===== config.mk =====
export PLATFORM = sky130hd
export DESIGN_NAME = color_calib_flat
export DESIGN_NICKNAME = d
export VERILOG_FILES = /design/src/rtl/color_calib_pkg.sv /design/src/rtl/color_calib_if.sv /design/src/rtl/color_calib_stat.sv /design/src/rtl/color_calib.sv /design/src/flat_wrapper.sv
export SDC_FILE = /design/constraint.sdc
export NUM_CORES = 1
export LEC_CHECK = 0
export ABC_CLOCK_PERIOD_IN_PS = 14000
export CELL_PAD_IN_SITES_DETAIL_PLACEMENT = 1
export CELL_PAD_IN_SITES_GLOBAL_PLACEMENT = 2
export CORE_UTILIZATION = 43
export CTS_BUF_LIST = sky130_fd_sc_hd__clkbuf_8
export DETAILED_ROUTE_END_ITERATION = 16
export PLACE_DENSITY = 0.86
export SYNTH_ARGS = -nofsm -noshare
export SYNTH_HDL_FRONTEND = slang
export SYNTH_SLANG_ARGS = --single-unit

===== constraint.sdc =====
create_clock -name sys_clk -period 14 [get_ports sys_clk]
set_clock_uncertainty 0.05 [all_clocks]
set_input_delay 2.1 -clock sys_clk [delete_from_list [all_inputs] [get_ports sys_clk]]
set_output_delay 2.1 -clock sys_clk [all_outputs]
set_load 0.01 [all_outputs]

===== src/rtl/color_calib_pkg.sv =====
// Shared definitions for the colour calibration block: channel width,
// FSM state encoding and the width rule used for V and the saturating results.
package color_calib_pkg;

    localparam int COLOR_WIDTH = 8;

    typedef enum logic [1:0] {
        ST_IDLE  = 2'd0,
        ST_ARM   = 2'd1,
        ST_ACCUM = 2'd2,
        ST_CALC  = 2'd3
    } state_t;

    // Width of R+G+B and of the saturating err/Vmin/Vmax results.
    function automatic int sat_width(input int c_w);
        return c_w + 2;
    endfunction

endpackage


===== src/rtl/color_calib_if.sv =====
// Pixel stream, calibration request and parameter-set outputs of color_calib.
// The master drives the pixel stream; the slave (color_calib) returns the result.
interface color_calib_if
    import color_calib_pkg::*;
#(
    parameter int C_W = COLOR_WIDTH
);
    localparam int VW = sat_width(C_W);

    logic           i_start;
    logic           i_vs;
    logic           i_valid;
    logic [C_W-1:0] i_R;
    logic [C_W-1:0] i_G;
    logic [C_W-1:0] i_B;

    logic           o_busy;
    logic           o_done;
    logic           o_cal_ok;
    logic [C_W-1:0] o_R0;
    logic [C_W-1:0] o_G0;
    logic [C_W-1:0] o_B0;
    logic [VW-1:0]  o_err;
    logic [VW-1:0]  o_Vmin;
    logic [VW-1:0]  o_Vmax;

    modport master (
        output i_start, i_vs, i_valid, i_R, i_G, i_B,
        input  o_busy, o_done, o_cal_ok, o_R0, o_G0, o_B0, o_err, o_Vmin, o_Vmax
    );

    modport slave (
        input  i_start, i_vs, i_valid, i_R, i_G, i_B,
        output o_busy, o_done, o_cal_ok, o_R0, o_G0, o_B0, o_err, o_Vmin, o_Vmax
    );

endinterface


===== src/rtl/color_calib_stat.sv =====
// Running sum / min / max of one value stream. With HAS_SUM=0 the sum stays 0
// and only the min/max tracking is used (brightness statistics).
module color_calib_stat #(
    parameter int W       = 8,
    parameter int SUM_W   = 16,
    parameter bit HAS_SUM = 1'b1
) (
    input  logic             clk,
    input  logic             rst_n,
    input  logic             clr,
    input  logic             en,
    input  logic [W-1:0]     din,
    output logic [SUM_W-1:0] sum,
    output logic [W-1:0]     lo,
    output logic [W-1:0]     hi
);

    // A clear coinciding with a sample restarts the statistics from that sample.
    always_ff @(posedge clk or negedge rst_n) begin
        if (!rst_n) begin
            sum <= '0;
            lo  <= '0;
            hi  <= '0;
        end else if (clr) begin
            sum <= (HAS_SUM && en) ? SUM_W'(din) : '0;
            lo  <= en ? din : '1;
            hi  <= en ? din : '0;
        end else if (en) begin
            if (HAS_SUM) begin
                sum <= sum + SUM_W'(din);
            end
            if (din < lo) begin
                lo <= din;
            end
            if (din > hi) begin
                hi <= din;
            end
        end
    end

endmodule


===== src/rtl/color_calib.sv =====
// ROI statistics collector producing the classifier reference set
// (channel means, colour tolerance and brightness window) once per request.
module color_calib
    import color_calib_pkg::*;
#(
    parameter int C_W        = COLOR_WIDTH,
    parameter int H_ACT      = 640,
    parameter int ROI_X      = 312,
    parameter int ROI_Y      = 232,
    parameter int ROI_LOG2   = 4,
    parameter int ERR_MARGIN = 4,
    parameter int V_MARGIN   = 8
) (
    input  logic         sys_clk,
    input  logic         sys_rst_n,
    color_calib_if.slave bus
);

    localparam int VW    = sat_width(C_W);
    localparam int L2    = 2 * ROI_LOG2;
    localparam int SUM_W = C_W + L2;
    localparam int SIDE  = 1 << ROI_LOG2;
    localparam int XW    = $clog2(H_ACT);
    localparam int YW    = 16;

    state_t state;
    state_t next_state;

    logic [XW-1:0] x_cnt;
    logic [XW-1:0] px;
    logic [YW-1:0] y_cnt;
    logic [YW-1:0] py;

    logic in_roi;
    logic last_pix;
    logic acc_en;
    logic stat_clr;
    logic calc;
    logic busy;

    logic [VW-1:0] v_in;

    logic [SUM_W-1:0] r_sum;
    logic [SUM_W-1:0] g_sum;
    logic [SUM_W-1:0] b_sum;
    logic [SUM_W-1:0] v_sum_unused;
    logic [C_W-1:0]   r_lo, r_hi, g_lo, g_hi, b_lo, b_hi;
    logic [VW-1:0]    v_lo, v_hi;

    logic [C_W-1:0] r_rng, g_rng, b_rng, max_rng;
    logic [VW:0]    err_ext;
    logic [VW:0]    vmax_ext;
    logic [VW-1:0]  err_sat;
    logic [VW-1:0]  vmin_sat;
    logic [VW-1:0]  vmax_sat;

    logic           done_q;
    logic           cal_ok_q;
    logic [C_W-1:0] r0_q, g0_q, b0_q;
    logic [VW-1:0]  err_q, vmin_q, vmax_q;

    // A frame-start pulse makes the current pixel (0,0) of the new frame.
    always_comb begin
        px = bus.i_vs ? '0 : x_cnt;
        py = bus.i_vs ? '0 : y_cnt;
    end

    assign in_roi = (px >= XW'(ROI_X)) && (px < XW'(ROI_X + SIDE)) &&
                    (py >= YW'(ROI_Y)) && (py < YW'(ROI_Y + SIDE));

    assign last_pix = acc_en && (px == XW'(ROI_X + SIDE - 1)) &&
                      (py == YW'(ROI_Y + SIDE - 1));

    assign v_in = VW'(bus.i_R) + VW'(bus.i_G) + VW'(bus.i_B);

    always_ff @(posedge sys_clk or negedge sys_rst_n) begin
        if (!sys_rst_n) begin
            x_cnt <= '0;
            y_cnt <= '0;
        end else if (bus.i_valid) begin
            if (px == XW'(H_ACT - 1)) begin
                x_cnt <= '0;
                y_cnt <= py + 1'b1;
            end else begin
                x_cnt <= px + 1'b1;
                y_cnt <= py;
            end
        end else if (bus.i_vs) begin
            x_cnt <= '0;
            y_cnt <= '0;
        end
    end

    always_ff @(posedge sys_clk or negedge sys_rst_n) begin
        if (!sys_rst_n) begin
            state <= ST_IDLE;
        end else begin
            state <= next_state;
        end
    end

    always_comb begin
        next_state = state;
        case (state)
            ST_IDLE:  if (bus.i_start) next_state = ST_ARM;
            ST_ARM:   if (bus.i_vs)    next_state = ST_ACCUM;
            ST_ACCUM: if (last_pix)    next_state = ST_CALC;
            ST_CALC:                   next_state = ST_IDLE;
            default:                   next_state = ST_IDLE;
        endcase
    end

    // A frame start while armed or accumulating restarts the statistics.
    always_comb begin
        busy     = (state != ST_IDLE);
        calc     = (state == ST_CALC);
        stat_clr = bus.i_vs && ((state == ST_ARM) || (state == ST_ACCUM));
        acc_en   = bus.i_valid && in_roi && ((state == ST_ACCUM) || stat_clr);
    end

    color_calib_stat #(.W(C_W), .SUM_W(SUM_W), .HAS_SUM(1'b1)) u_stat_r (
        .clk(sys_clk), .rst_n(sys_rst_n), .clr(stat_clr), .en(acc_en),
        .din(bus.i_R), .sum(r_sum), .lo(r_lo), .hi(r_hi)
    );

    color_calib_stat #(.W(C_W), .SUM_W(SUM_W), .HAS_SUM(1'b1)) u_stat_g (
        .clk(sys_clk), .rst_n(sys_rst_n), .clr(stat_clr), .en(acc_en),
        .din(bus.i_G), .sum(g_sum), .lo(g_lo), .hi(g_hi)
    );

    color_calib_stat #(.W(C_W), .SUM_W(SUM_W), .HAS_SUM(1'b1)) u_stat_b (
        .clk(sys_clk), .rst_n(sys_rst_n), .clr(stat_clr), .en(acc_en),
        .din(bus.i_B), .sum(b_sum), .lo(b_lo), .hi(b_hi)
    );

    color_calib_stat #(.W(VW), .SUM_W(SUM_W), .HAS_SUM(1'b0)) u_stat_v (
        .clk(sys_clk), .rst_n(sys_rst_n), .clr(stat_clr), .en(acc_en),
        .din(v_in), .sum(v_sum_unused), .lo(v_lo), .hi(v_hi)
    );

    assign r_rng = r_hi - r_lo;
    assign g_rng = g_hi - g_lo;
    assign b_rng = b_hi - b_lo;

    always_comb begin
        max_rng = r_rng;
        if (g_rng > max_rng) max_rng = g_rng;
        if (b_rng > max_rng) max_rng = b_rng;
    end

    // One extra bit on the additions exposes overflow for saturation.
    assign err_ext  = (VW + 1)'(max_rng) + (VW + 1)'(ERR_MARGIN);
    assign vmax_ext = (VW + 1)'(v_hi) + (VW + 1)'(V_MARGIN);
    assign err_sat  = err_ext[VW]  ? {VW{1'b1}} : err_ext[VW-1:0];
    assign vmax_sat = vmax_ext[VW] ? {VW{1'b1}} : vmax_ext[VW-1:0];
    assign vmin_sat = (v_lo >= VW'(V_MARGIN)) ? (v_lo - VW'(V_MARGIN)) : '0;

    always_ff @(posedge sys_clk or negedge sys_rst_n) begin
        if (!sys_rst_n) begin
            done_q   <= 1'b0;
            cal_ok_q <= 1'b0;
            r0_q     <= '0;
            g0_q     <= '0;
            b0_q     <= '0;
            err_q    <= '0;
            vmin_q   <= '0;
            vmax_q   <= '0;
        end else begin
            done_q <= calc;
            if (calc) begin
                cal_ok_q <= 1'b1;
                r0_q     <= r_sum[SUM_W-1 -: C_W];
                g0_q     <= g_sum[SUM_W-1 -: C_W];
                b0_q     <= b_sum[SUM_W-1 -: C_W];
                err_q    <= err_sat;
                vmin_q   <= vmin_sat;
                vmax_q   <= vmax_sat;
            end
        end
    end

    assign bus.o_busy   = busy;
    assign bus.o_done   = done_q;
    assign bus.o_cal_ok = cal_ok_q;
    assign bus.o_R0     = r0_q;
    assign bus.o_G0     = g0_q;
    assign bus.o_B0     = b0_q;
    assign bus.o_err    = err_q;
    assign bus.o_Vmin   = vmin_q;
    assign bus.o_Vmax   = vmax_q;

endmodule


===== src/flat_wrapper.sv =====
// flat-port wrapper written by rule: the top's interface ports become plain ports
module color_calib_flat import color_calib_pkg::*;
#(
    parameter int C_W        = COLOR_WIDTH,
    parameter int H_ACT      = 640,
    parameter int ROI_X      = 312,
    parameter int ROI_Y      = 232,
    parameter int ROI_LOG2   = 4,
    parameter int ERR_MARGIN = 4,
    parameter int V_MARGIN   = 8
)
  (sys_clk, sys_rst_n, bus_i_start, bus_i_vs, bus_i_valid, bus_i_R, bus_i_G, bus_i_B, bus_o_busy, bus_o_done, bus_o_cal_ok, bus_o_R0, bus_o_G0, bus_o_B0, bus_o_err, bus_o_Vmin, bus_o_Vmax);
  color_calib_if #(.C_W(C_W)) bus_i ();
  input  logic sys_clk;
  input  logic sys_rst_n;
  input wire logic [$bits(bus_i.i_start)-1:0] bus_i_start;
  input wire logic [$bits(bus_i.i_vs)-1:0] bus_i_vs;
  input wire logic [$bits(bus_i.i_valid)-1:0] bus_i_valid;
  input wire logic [$bits(bus_i.i_R)-1:0] bus_i_R;
  input wire logic [$bits(bus_i.i_G)-1:0] bus_i_G;
  input wire logic [$bits(bus_i.i_B)-1:0] bus_i_B;
  output wire logic [$bits(bus_i.o_busy)-1:0] bus_o_busy;
  output wire logic [$bits(bus_i.o_done)-1:0] bus_o_done;
  output wire logic [$bits(bus_i.o_cal_ok)-1:0] bus_o_cal_ok;
  output wire logic [$bits(bus_i.o_R0)-1:0] bus_o_R0;
  output wire logic [$bits(bus_i.o_G0)-1:0] bus_o_G0;
  output wire logic [$bits(bus_i.o_B0)-1:0] bus_o_B0;
  output wire logic [$bits(bus_i.o_err)-1:0] bus_o_err;
  output wire logic [$bits(bus_i.o_Vmin)-1:0] bus_o_Vmin;
  output wire logic [$bits(bus_i.o_Vmax)-1:0] bus_o_Vmax;
  assign bus_i.i_start = bus_i_start;
  assign bus_i.i_vs = bus_i_vs;
  assign bus_i.i_valid = bus_i_valid;
  assign bus_i.i_R = bus_i_R;
  assign bus_i.i_G = bus_i_G;
  assign bus_i.i_B = bus_i_B;
  assign bus_o_busy = bus_i.o_busy;
  assign bus_o_done = bus_i.o_done;
  assign bus_o_cal_ok = bus_i.o_cal_ok;
  assign bus_o_R0 = bus_i.o_R0;
  assign bus_o_G0 = bus_i.o_G0;
  assign bus_o_B0 = bus_i.o_B0;
  assign bus_o_err = bus_i.o_err;
  assign bus_o_Vmin = bus_i.o_Vmin;
  assign bus_o_Vmax = bus_i.o_Vmax;
  color_calib #(.C_W(C_W), .H_ACT(H_ACT), .ROI_X(ROI_X), .ROI_Y(ROI_Y), .ROI_LOG2(ROI_LOG2), .ERR_MARGIN(ERR_MARGIN), .V_MARGIN(V_MARGIN)) u_core (.sys_clk(sys_clk), .sys_rst_n(sys_rst_n), .bus(bus_i));
endmodule

==> results of run 1 <==
## cells by family after synthesis
group,Yosys count,share of synthesized area (%)
compound gates,304,14.9
xor+xnor,89,5.94
flops,199,37.9
buf+inv,173,5.03
other cells,1,0.0286
simple gates,404,14.8
fa+ha+maj,158,15.5
mux,73,5.86
## path summary, 6_finish.rpt
| path | from | endpoint | slack [ps] | depth (start not counted) |
|---|---|---|---|---|
| worst min register to register | u_core.bus.o_cal_ok$_DFFE_PN0P_ | u_core.bus.o_cal_ok$_DFFE_PN0P_ | 420 | 1 |
| worst max-delay path | u_core.u_stat_g.lo[1]$_DFFE_PN0P_ | u_core.bus.o_err[8]$_DFFE_PN0P_ | 6970 | 26 |
| worst max register to register | u_core.u_stat_g.lo[1]$_DFFE_PN0P_ | u_core.bus.o_err[8]$_DFFE_PN0P_ | 6970 | 26 |
| max in group asynchronous | sys_rst_n | u_core.u_stat_b.lo[6]$_DFFE_PN0P_ | 10160 | 3 |
| min in group asynchronous | sys_rst_n | u_core.bus.o_done$_DFF_PN0_ | 1520 | 1 |
| worst min-delay path | u_core.bus.o_cal_ok$_DFFE_PN0P_ | u_core.bus.o_cal_ok$_DFFE_PN0P_ | 420 | 1 |
## layout make-up
type	instances	share of cell area (%)
Clock buffer	18	1.68
Clock inverter	14	1.01
Inverter	135	3.43
Multi-Input combinational cell	1029	50.7
Sequential cell	199	33.7
Tap cell	390	3.30
Timing Repair Buffer	95	6.27
## Yosys cell counts, types with 22 or more instances
cell type	instances
nand2_1	95
nor2b_1	25
nor2_1	129
dfrtp_1	199
nor3_1	28
inv_1	135
o21ai_0	45
xnor2_1	61
clkbuf_1	30
mux2_2	31
nand3_1	28
xor2_1	28
a21o_1	51
ha_1	149
a21oi_1	113
nand4_1	22
mux2i_1	42
## routing by layer
metal | global-route usage (%) | vias to the layer above | part of all wire (%)
met4 | 5.39 | 0 | 1.4
met2 | 37.8 | 104 | 46
met3 | 3.46 | 26 | 2.6
li1 | - | 5001 | -
met1 | 32.9 | 5200 | 50
met5 | 0 | - | 0
## power by group
part | internal (mW) | switching, mW | leakage, nW
Combinational | 0.806 | 1.15 | 4.59
Sequential | 0.693 | 0.0832 | 2.56
Clock | 0.139 | 0.243 | 0.200
Total | 1.64 | 1.47 | 7.34
## flip-flops by register name (all words and copies together) (netlist names), 9 cells and up
signal / cells
u_core.x_cnt: 10
u_core.bus.o_Vmax: 10
u_core.u_stat_g.sum: 16
u_core.u_stat_v.lo: 10
u_core.u_stat_v.hi: 10
u_core.bus.o_Vmin: 10
u_core.u_stat_r.sum: 16
u_core.u_stat_b.sum: 16
u_core.y_cnt: 16
u_core.bus.o_err: 9
==> flow_summary.yaml, run 1 <==
synth:
  synthArstFlopShare_pct: 100
  synth_top_cell_by_area: "dfrtp_1"
  synth_edf_count: 0
  ys.flop_type: "dfrtp_1"
  yosys-top-cells-area: "dfrtp_1, ha_1, a21oi_1"
  syn-cell-area_mm2: 0.0131
  avgSynthCellArea_um2: 9.37
  synth_warnings: 0
  syn_nets: 1587
  synth_top_area_share_pct: 37.9
  ys_seq_elements: 199
  seq_area_frac_synth_pct: 37.9
  synth_cells: 1401
  ys_types: 70
route:
  drc: 0
  routedWlPerCell_um: 18.2
  vias: 10300
  routed_wirelength_mm: 34.2
  first_pass_iters: 4
  antenna_left: 0
  drt_iter0_drc: 349
  viasPerCell: 5.50
clock_network:
  cts-buffers-inserted: 17
  cts_root_buffer: "clkbuf_8"
  clkSlewWorstSetupHoldPaths_ps: 120
  cts_resized: 0
  htree_num_levels: 4
  cts_max_path_buffers: 2
  cts_sinks: 199
  clk_latency_ps: 520
  cts_tree: "built"
  cts_setup_buffers: 0
  postCtsHoldBufs: 0
finish:
  layout_common_cells: "dfrtp_1, ha_1, inv_1"
  antenna_cells: 0
  multi_input_area_mm2: 0.00749
  layout.cells.non_filler: 1880
  drive_gt1_share_pct: 6.51
  fin_util_pct: 49.5
  nFillCells: 3427
  ff_latch_area_mm2: 0.00498
  area_growth_pct: 12.7
  final_nets: 1663
  final_area_mm2: 0.0148
  final_common_cell: "dfrtp_1"
die:
  initial_core_util_pct: 43.9
  core_mm2: 0.0299
  core.rowCount: 63
  die_area_mm2: 0.0312
  ioPinCount: 86
  chipWidth_um: 177
  die_y_um: 177
power:
  ir_worst_vdd_mv: 0.112
  report.power.total_mw: 3.11
  power.leakage_nw: 7.34
  p_per_area_mw_per_mm2: 210
timing:
  hold_viol: 0
  tns_ps: 0
  timing.fmax_mhz: 142
  rsz0062_at_grt: "no"
  slew_viol_final: 0
  min_period_ps: 7030
  whs_ps: 423
  tightest_slew_ps: 1230
  fin_ws_ps: 6970
  setup_viol: 0
  fin_crit_sh_pct: 50.2
  max-slew-margin-rel_pct: 18.3
worst_setup_path:
  crit_top_cell: "ha_1"
  required_ps: 14380
  crit_family: "compound AO/OA/AOI/OAI gates"
  endpoint_kind: "register"
  critPathSlowestCell: "o31ai_2"
  cp_num_buf_inv: 2
  cp_max_fo: 7
  arrival_ps: 7410
  critPathMaxStageDelay_ps: 580
  start_kind: "register"
  path_class: "reg2reg"
global_routing:
  grt_pass1_vias: 11000
  grt_pass1_wl_mm: 57.9
  antenna_found_initial: 0
  grt_max_degree: 74
  grt_overflow_total: 0
  grt_usage_pct: 23.4
placement:
  dp_hpwl_mm: 25.3
  dp_slack_ps: 6530
  dp_cells: 1848
  place_congestion: 0.833
  portBuffers: 84
  dpl_cell_area_mm2: 0.0144
run:
  drv_cap: 0
hold_path:
  hold_class: "reg2reg"
outcome:
  status: "completed"
(Power assumes the default switching activity.)
==> run 2: changes to the inputs <==
--- a/config.mk
+++ b/config.mk
@@ -5,13 +5,13 @@
 export SDC_FILE = /design/constraint.sdc
 export NUM_CORES = 1
 export LEC_CHECK = 0
-export ABC_CLOCK_PERIOD_IN_PS = 14000
+export ABC_CLOCK_PERIOD_IN_PS = 7300
 export CELL_PAD_IN_SITES_DETAIL_PLACEMENT = 1
 export CELL_PAD_IN_SITES_GLOBAL_PLACEMENT = 2
-export CORE_UTILIZATION = 43
+export CORE_UTILIZATION = 39
 export CTS_BUF_LIST = sky130_fd_sc_hd__clkbuf_8
 export DETAILED_ROUTE_END_ITERATION = 16
-export PLACE_DENSITY = 0.86
+export PLACE_DENSITY = 0.79
 export SYNTH_ARGS = -nofsm -noshare
 export SYNTH_HDL_FRONTEND = slang
 export SYNTH_SLANG_ARGS = --single-unit
==> constraint.sdc (replaced) <==
create_clock -name sys_clk -period 7.3 [get_ports sys_clk]
set_clock_uncertainty 0.05 [all_clocks]
set_input_delay 1.095 -clock sys_clk [delete_from_list [all_inputs] [get_ports sys_clk]]
set_output_delay 1.095 -clock sys_clk [all_outputs]
set_load 0.01 [all_outputs]
==> flow_summary.yaml, run 2 (synthesis results as in run 1) <==
outcome:
  status: "completed"
finish:
  layout_common_cells: "dfrtp_1, ha_1, inv_1"
  nFillCells: 3837
  final_area_mm2: 0.0150
  antenna_cells: 0
  area_growth_pct: 13.9
  final_nets: 1671
  drive_gt1_share_pct: 7.08
  final_common_cell: "dfrtp_1"
die:
  chipWidth_um: 185
  initial_core_util_pct: 39.9
  ioPinCount: 86
  core.rowCount: 66
  die_y_um: 185
  die_area_mm2: 0.0344
  core_mm2: 0.0329
timing:
  hold_viol: 0
  max-slew-margin-rel_pct: 22.2
  tightest_slew_ps: 1170
  slew_viol_final: 0
  min_period_ps: 6660
  tns_ps: 0
  rsz0062_at_grt: "no"
  whs_ps: 429
  timing.fmax_mhz: 150
  fin_crit_sh_pct: 91.2
  setup_viol: 0
power:
  seq_power_share_pct: 24.8
  switchingPower_mw: 2.82
  switching_share_pct: 46.7
  p_per_area_mw_per_mm2: 403
  p_int_mw: 3.21
  ir_worst_vdd_mv: 0.328
  power.leakage_nw: 7.40
  comb_power_share_pct: 62.3
  report.power.total_mw: 6.03
  p_clk_share_pct: 12.9
route:
  routed_wirelength_mm: 34.4
  drc: 0
  viasPerCell: 5.33
  first_pass_iters: 4
  antenna_left: 0
  drt_iter0_drc: 397
  vias: 10300
  routedWlPerCell_um: 17.7
run:
  drv_cap: 0
worst_setup_path:
  startpoint: "u_core.u_stat_g.lo[1]$_DFFE_PN0P_"
  start_kind: "register"
  r2r-end: "u_core.bus.o_err[8]$_DFFE_PN0P_"
  endpoint_kind: "register"
  timing.rr.start: "u_core.u_stat_g.lo[1]$_DFFE_PN0P_"
  required_ps: 7690
  r2r_setup_slack_ps: 640
  path_class: "reg2reg"
  rr_worst_depth: 26
  cp-endpoint: "u_core.bus.o_err[8]$_DFFE_PN0P_"
  cp_max_fo: 7
  arrival_ps: 7050
global_routing:
  grt_pass1_vias: 10900
  grt_usage_pct: 21.5
  grt_max_degree: 98
  antenna_found_initial: 0
  grt_pass1_wl_mm: 57.7
  grt_overflow_total: 0
placement:
  portBuffers: 84
  dp_hpwl_mm: 25.9
  dpl_cell_area_mm2: 0.0145
  place_congestion: 0.840
clock_network:
  cts_max_path_buffers: 2
  cts_root_buffer: "clkbuf_8"
  clkSlewWorstSetupHoldPaths_ps: 110
  cts_resized: 0
  cts_sinks: 199
  cts-buffers-inserted: 17
  cts_setup_buffers: 0
  clk_latency_ps: 510
  postCtsHoldBufs: 0
  htree_num_levels: 4
  cts_tree: "built"
hold_path:
  hold_class: "reg2reg"
[run 2: changes by cell type in the layout (fill, tap and decap cells not counted), sizes merged]
cell      previous run  this run
clkinvlp             1         0
bufinv               0         2
clkinv               4         7
buf                 11        19
clkbuf              19        18
inv                144       141
[run 2: worst min-delay path by stage]
stage,start,depth (start not counted),slack (ps),to
after floorplan,u_core.u_stat_v.hi[1]$_DFFE_PN0P_,2,400,u_core.u_stat_v.hi[1]$_DFFE_PN0P_
after global placement,u_core.bus.o_cal_ok$_DFFE_PN0P_,1,400,u_core.bus.o_cal_ok$_DFFE_PN0P_
after detailed placement,u_core.bus.o_cal_ok$_DFFE_PN0P_,1,410,u_core.bus.o_cal_ok$_DFFE_PN0P_
after CTS,u_core.bus.o_cal_ok$_DFFE_PN0P_,1,440,u_core.bus.o_cal_ok$_DFFE_PN0P_
after global routing,u_core.bus.o_cal_ok$_DFFE_PN0P_,1,440,u_core.bus.o_cal_ok$_DFFE_PN0P_
final,u_core.bus.o_cal_ok$_DFFE_PN0P_,1,430,u_core.bus.o_cal_ok$_DFFE_PN0P_
[run 2: stage by stage]
step	setup WS, ps	std cells	utilization (%)
5_1_grt	167	1940	45.5
3_5_place_dp	547	1908	44.2
6_report	639	1940	45.5
3_3_place_gp	755	1908	44.2
4_1_cts	512	1940	45.5
2_1_floorplan	1300	1401	-
[run 2: final cells by class]
class,count,area [µm²],area share (%)
clock inverters,15,189,1.26
clock buffers,17,234,1.56
well taps,442,553,3.70
repair buffers,103,987,6.60
multi-input cells,1029,7500,50.2
flip-flops and latches,199,4980,33.3
inverters,135,507,3.39
[run 2: worst max-delay path: stages (launching register included)]
cell and delay [ps]:
dfrtp_1 410, inv_1 80, ha_1 280, nor2b_1 150, o31a_1 280, o311a_1 400, o21a_1 200, nor2_1 110
xnor2_1 120, ha_1 330, nand2_1 60, or4_4 560, o21bai_2 270, nor2_1 140, o31ai_4 390, inv_1 90
ha_1 310, a21o_1 170, a21o_1 170, a221oi_1 330, o41a_1 300, a211o_1 300, o21a_1 150, ha_1 270
nand3_1 90, or4_1 410, a31oi_1 180
[run 2: power by group through the flow]
stage / Clock (mW) / Sequential (mW) / Combinational, mW
6_report: 0.776 / 1.49 / 3.76
3_5_place_dp: 0 / 1.52 / 3.74
2_1_floorplan: 0 / 1.50 / 2.67
5_1_grt: 0.848 / 1.52 / 4.22
3_3_place_gp: 0 / 1.51 / 3.66
4_1_cts: 0.812 / 1.50 / 3.77
[run 2: metal layers]
| layer | part of all wire, % | up-vias | track usage [%] |
|---|---|---|---|
| met1 | 49 | 5207 | 29.4 |
| met4 | 1.5 | 0 | 5.65 |
| li1 | - | 5015 | - |
| met3 | 2.2 | 25 | 2.99 |
| met2 | 47 | 90 | 35.4 |
| met5 | 0 | - | 0 |
==> run 3: changes to the inputs <==
--- a/config.mk
+++ b/config.mk
@@ -5,13 +5,14 @@
 export SDC_FILE = /design/constraint.sdc
 export NUM_CORES = 1
 export LEC_CHECK = 0
-export ABC_CLOCK_PERIOD_IN_PS = 7300
+export CAP_MARGIN = 20
 export CELL_PAD_IN_SITES_DETAIL_PLACEMENT = 1
 export CELL_PAD_IN_SITES_GLOBAL_PLACEMENT = 2
 export CORE_UTILIZATION = 39
 export CTS_BUF_LIST = sky130_fd_sc_hd__clkbuf_8
 export DETAILED_ROUTE_END_ITERATION = 16
 export PLACE_DENSITY = 0.79
+export SLEW_MARGIN = 20
 export SYNTH_ARGS = -nofsm -noshare
 export SYNTH_HDL_FRONTEND = slang
 export SYNTH_SLANG_ARGS = --single-unit
==> flow_summary.yaml, run 3 (synthesis results as in run 1) <==
route:
  vias: 10200
  drc: 0
  viasPerCell: 5.28
  antenna_left: 0
  routed_wirelength_mm: 34.4
  routedWlPerCell_um: 17.7
  first_pass_iters: 4
  drt_iter0_drc: 320
placement:
  dp_hpwl_mm: 26.0
  place_congestion: 0.840
  portBuffers: 84
  dp_cells: 1909
  dp_slack_ps: 573
  dpl_cell_area_mm2: 0.0145
finish:
  final_common_cell: "dfrtp_1"
  layout.cells.non_filler: 1941
  antenna_cells: 0
  fin_util_pct: 45.6
  final_nets: 1672
  area_growth_pct: 14.1
  drive_gt1_share_pct: 7.47
  final_area_mm2: 0.0150
  layout_common_cells: "dfrtp_1, ha_1, inv_1"
clock_network:
  cts_root_buffer: "clkbuf_8"
  cts_tree: "built"
  cts-buffers-inserted: 17
  clk_latency_ps: 510
  clkSlewWorstSetupHoldPaths_ps: 110
  cts_sinks: 199
  cts_setup_buffers: 0
  htree_num_levels: 4
  cts_max_path_buffers: 2
  postCtsHoldBufs: 0
  cts_resized: 0
global_routing:
  use_met3_pct: 3.01
  grt_pass1_wl_mm: 58.0
  grt_usage_pct: 21.5
  met1_usage_pct: 29.5
  antenna_found_initial: 0
  grt_overflow_total: 0
  grt_use_met2_pct: 35.5
  top_usage_layer: "met2"
  grt_pass1_vias: 11000
  grt_max_degree: 98
timing:
  fin_ws_ps: 493
  setup_viol: 0
  tightest_slew_ps: 941
  min_period_ps: 6810
  rsz0062_at_grt: "no"
  max-slew-margin-rel_pct: 37.1
  fin_crit_sh_pct: 93.2
  slew_viol_final: 0
  hold_viol: 0
  tns_ps: 0
  whs_ps: 424
  timing.fmax_mhz: 147
outcome:
  status: "completed"
worst_setup_path:
  endpoint_kind: "register"
  arrival_ps: 7190
  cp_max_fo: 7
  r2r_setup_slack_ps: 490
  start_kind: "register"
  timing.rr.start: "u_core.u_stat_r.lo[1]$_DFFE_PN0P_"
  cp-endpoint: "u_core.bus.o_err[8]$_DFFE_PN0P_"
  required_ps: 7690
  r2r-end: "u_core.bus.o_err[8]$_DFFE_PN0P_"
  startpoint: "u_core.u_stat_r.lo[1]$_DFFE_PN0P_"
  rr_worst_depth: 26
  path_class: "reg2reg"
power:
  switching_share_pct: 46.6
  comb_power_share_pct: 62.1
  p_int_mw: 3.20
  p_per_area_mw_per_mm2: 401
  p_clk_share_pct: 12.9
  ir_worst_vdd_mv: 0.298
  seq_power_share_pct: 24.9
  switchingPower_mw: 2.79
  power.leakage_nw: 7.41
  report.power.total_mw: 6.00
die:
  die_y_um: 185
  chipWidth_um: 185
  die_area_mm2: 0.0344
  ioPinCount: 86
  core.rowCount: 66
  core_mm2: 0.0329
  initial_core_util_pct: 39.9
hold_path:
  hold_class: "reg2reg"
run:
  drv_cap: 0
==> run 3: cell count changes in the layout (fill, tap and decap cells not counted), sizes merged <==
cell and change:
buf +1, clkinv -2, clkinvlp +1, inv +1
==> run 3: cell type report <==
class / count / area, µm²
fill: 3837 / 17900
multi-input combinational: 1029 / 7510
sequential: 199 / 4980
timing repair buffer: 104 / 998
tap: 442 / 553
inverter: 135 / 507
clock buffer: 17 / 234
clock inverter: 15 / 188
==> run 3: worst min-delay path by stage <==
| stage | from | end | slack, ps | depth (start not counted) |
|---|---|---|---|---|
| after floorplan | u_core.u_stat_v.hi[1]$_DFFE_PN0P_ | u_core.u_stat_v.hi[1]$_DFFE_PN0P_ | 400 | 2 |
| after global placement | u_core.bus.o_cal_ok$_DFFE_PN0P_ | u_core.bus.o_cal_ok$_DFFE_PN0P_ | 400 | 1 |
| after global routing | u_core.bus.o_cal_ok$_DFFE_PN0P_ | u_core.bus.o_cal_ok$_DFFE_PN0P_ | 440 | 1 |
| after detailed placement | u_core.bus.o_cal_ok$_DFFE_PN0P_ | u_core.bus.o_cal_ok$_DFFE_PN0P_ | 410 | 1 |
| final | u_core.bus.o_cal_ok$_DFFE_PN0P_ | u_core.bus.o_cal_ok$_DFFE_PN0P_ | 420 | 1 |
| after CTS | u_core.bus.o_cal_ok$_DFFE_PN0P_ | u_core.bus.o_cal_ok$_DFFE_PN0P_ | 430 | 1 |
==> run 3: worst max-delay path: stages, from the launching register on <==
cell	delay, ps
dfrtp_1	390
inv_1	120
ha_1	240
nor2b_1	140
o31a_1	270
o311ai_2	390
nand2b_1	100
a21o_1	200
xnor2_1	160
ha_1	320
nand2_1	50
or4_4	560
o21bai_2	280
nor2_1	130
o31ai_2	540
inv_1	110
ha_1	320
a21o_1	170
a21o_1	170
a221oi_1	340
o41a_1	300
a211o_1	310
o21a_1	150
ha_1	250
nand3_1	80
or4_1	410
a31oi_1	170
==> run 3: routing by layer <==
layer,vias to the layer above,share of wire (%)
li1,5015,-
met1,5123,50
met2,88,48
met3,19,2.0
met4,0,0.93
met5,-,0
==> run 3: power by group through the flow <==
stage          Combinational [mW]  Sequential (mW)  Clock [mW]
2_1_floorplan                2.67             1.50           0
3_3_place_gp                 3.66             1.51           0
3_5_place_dp                 3.74             1.52           0
4_1_cts                      3.77             1.50       0.809
5_1_grt                      4.20             1.53       0.849
6_report                     3.73             1.49       0.776
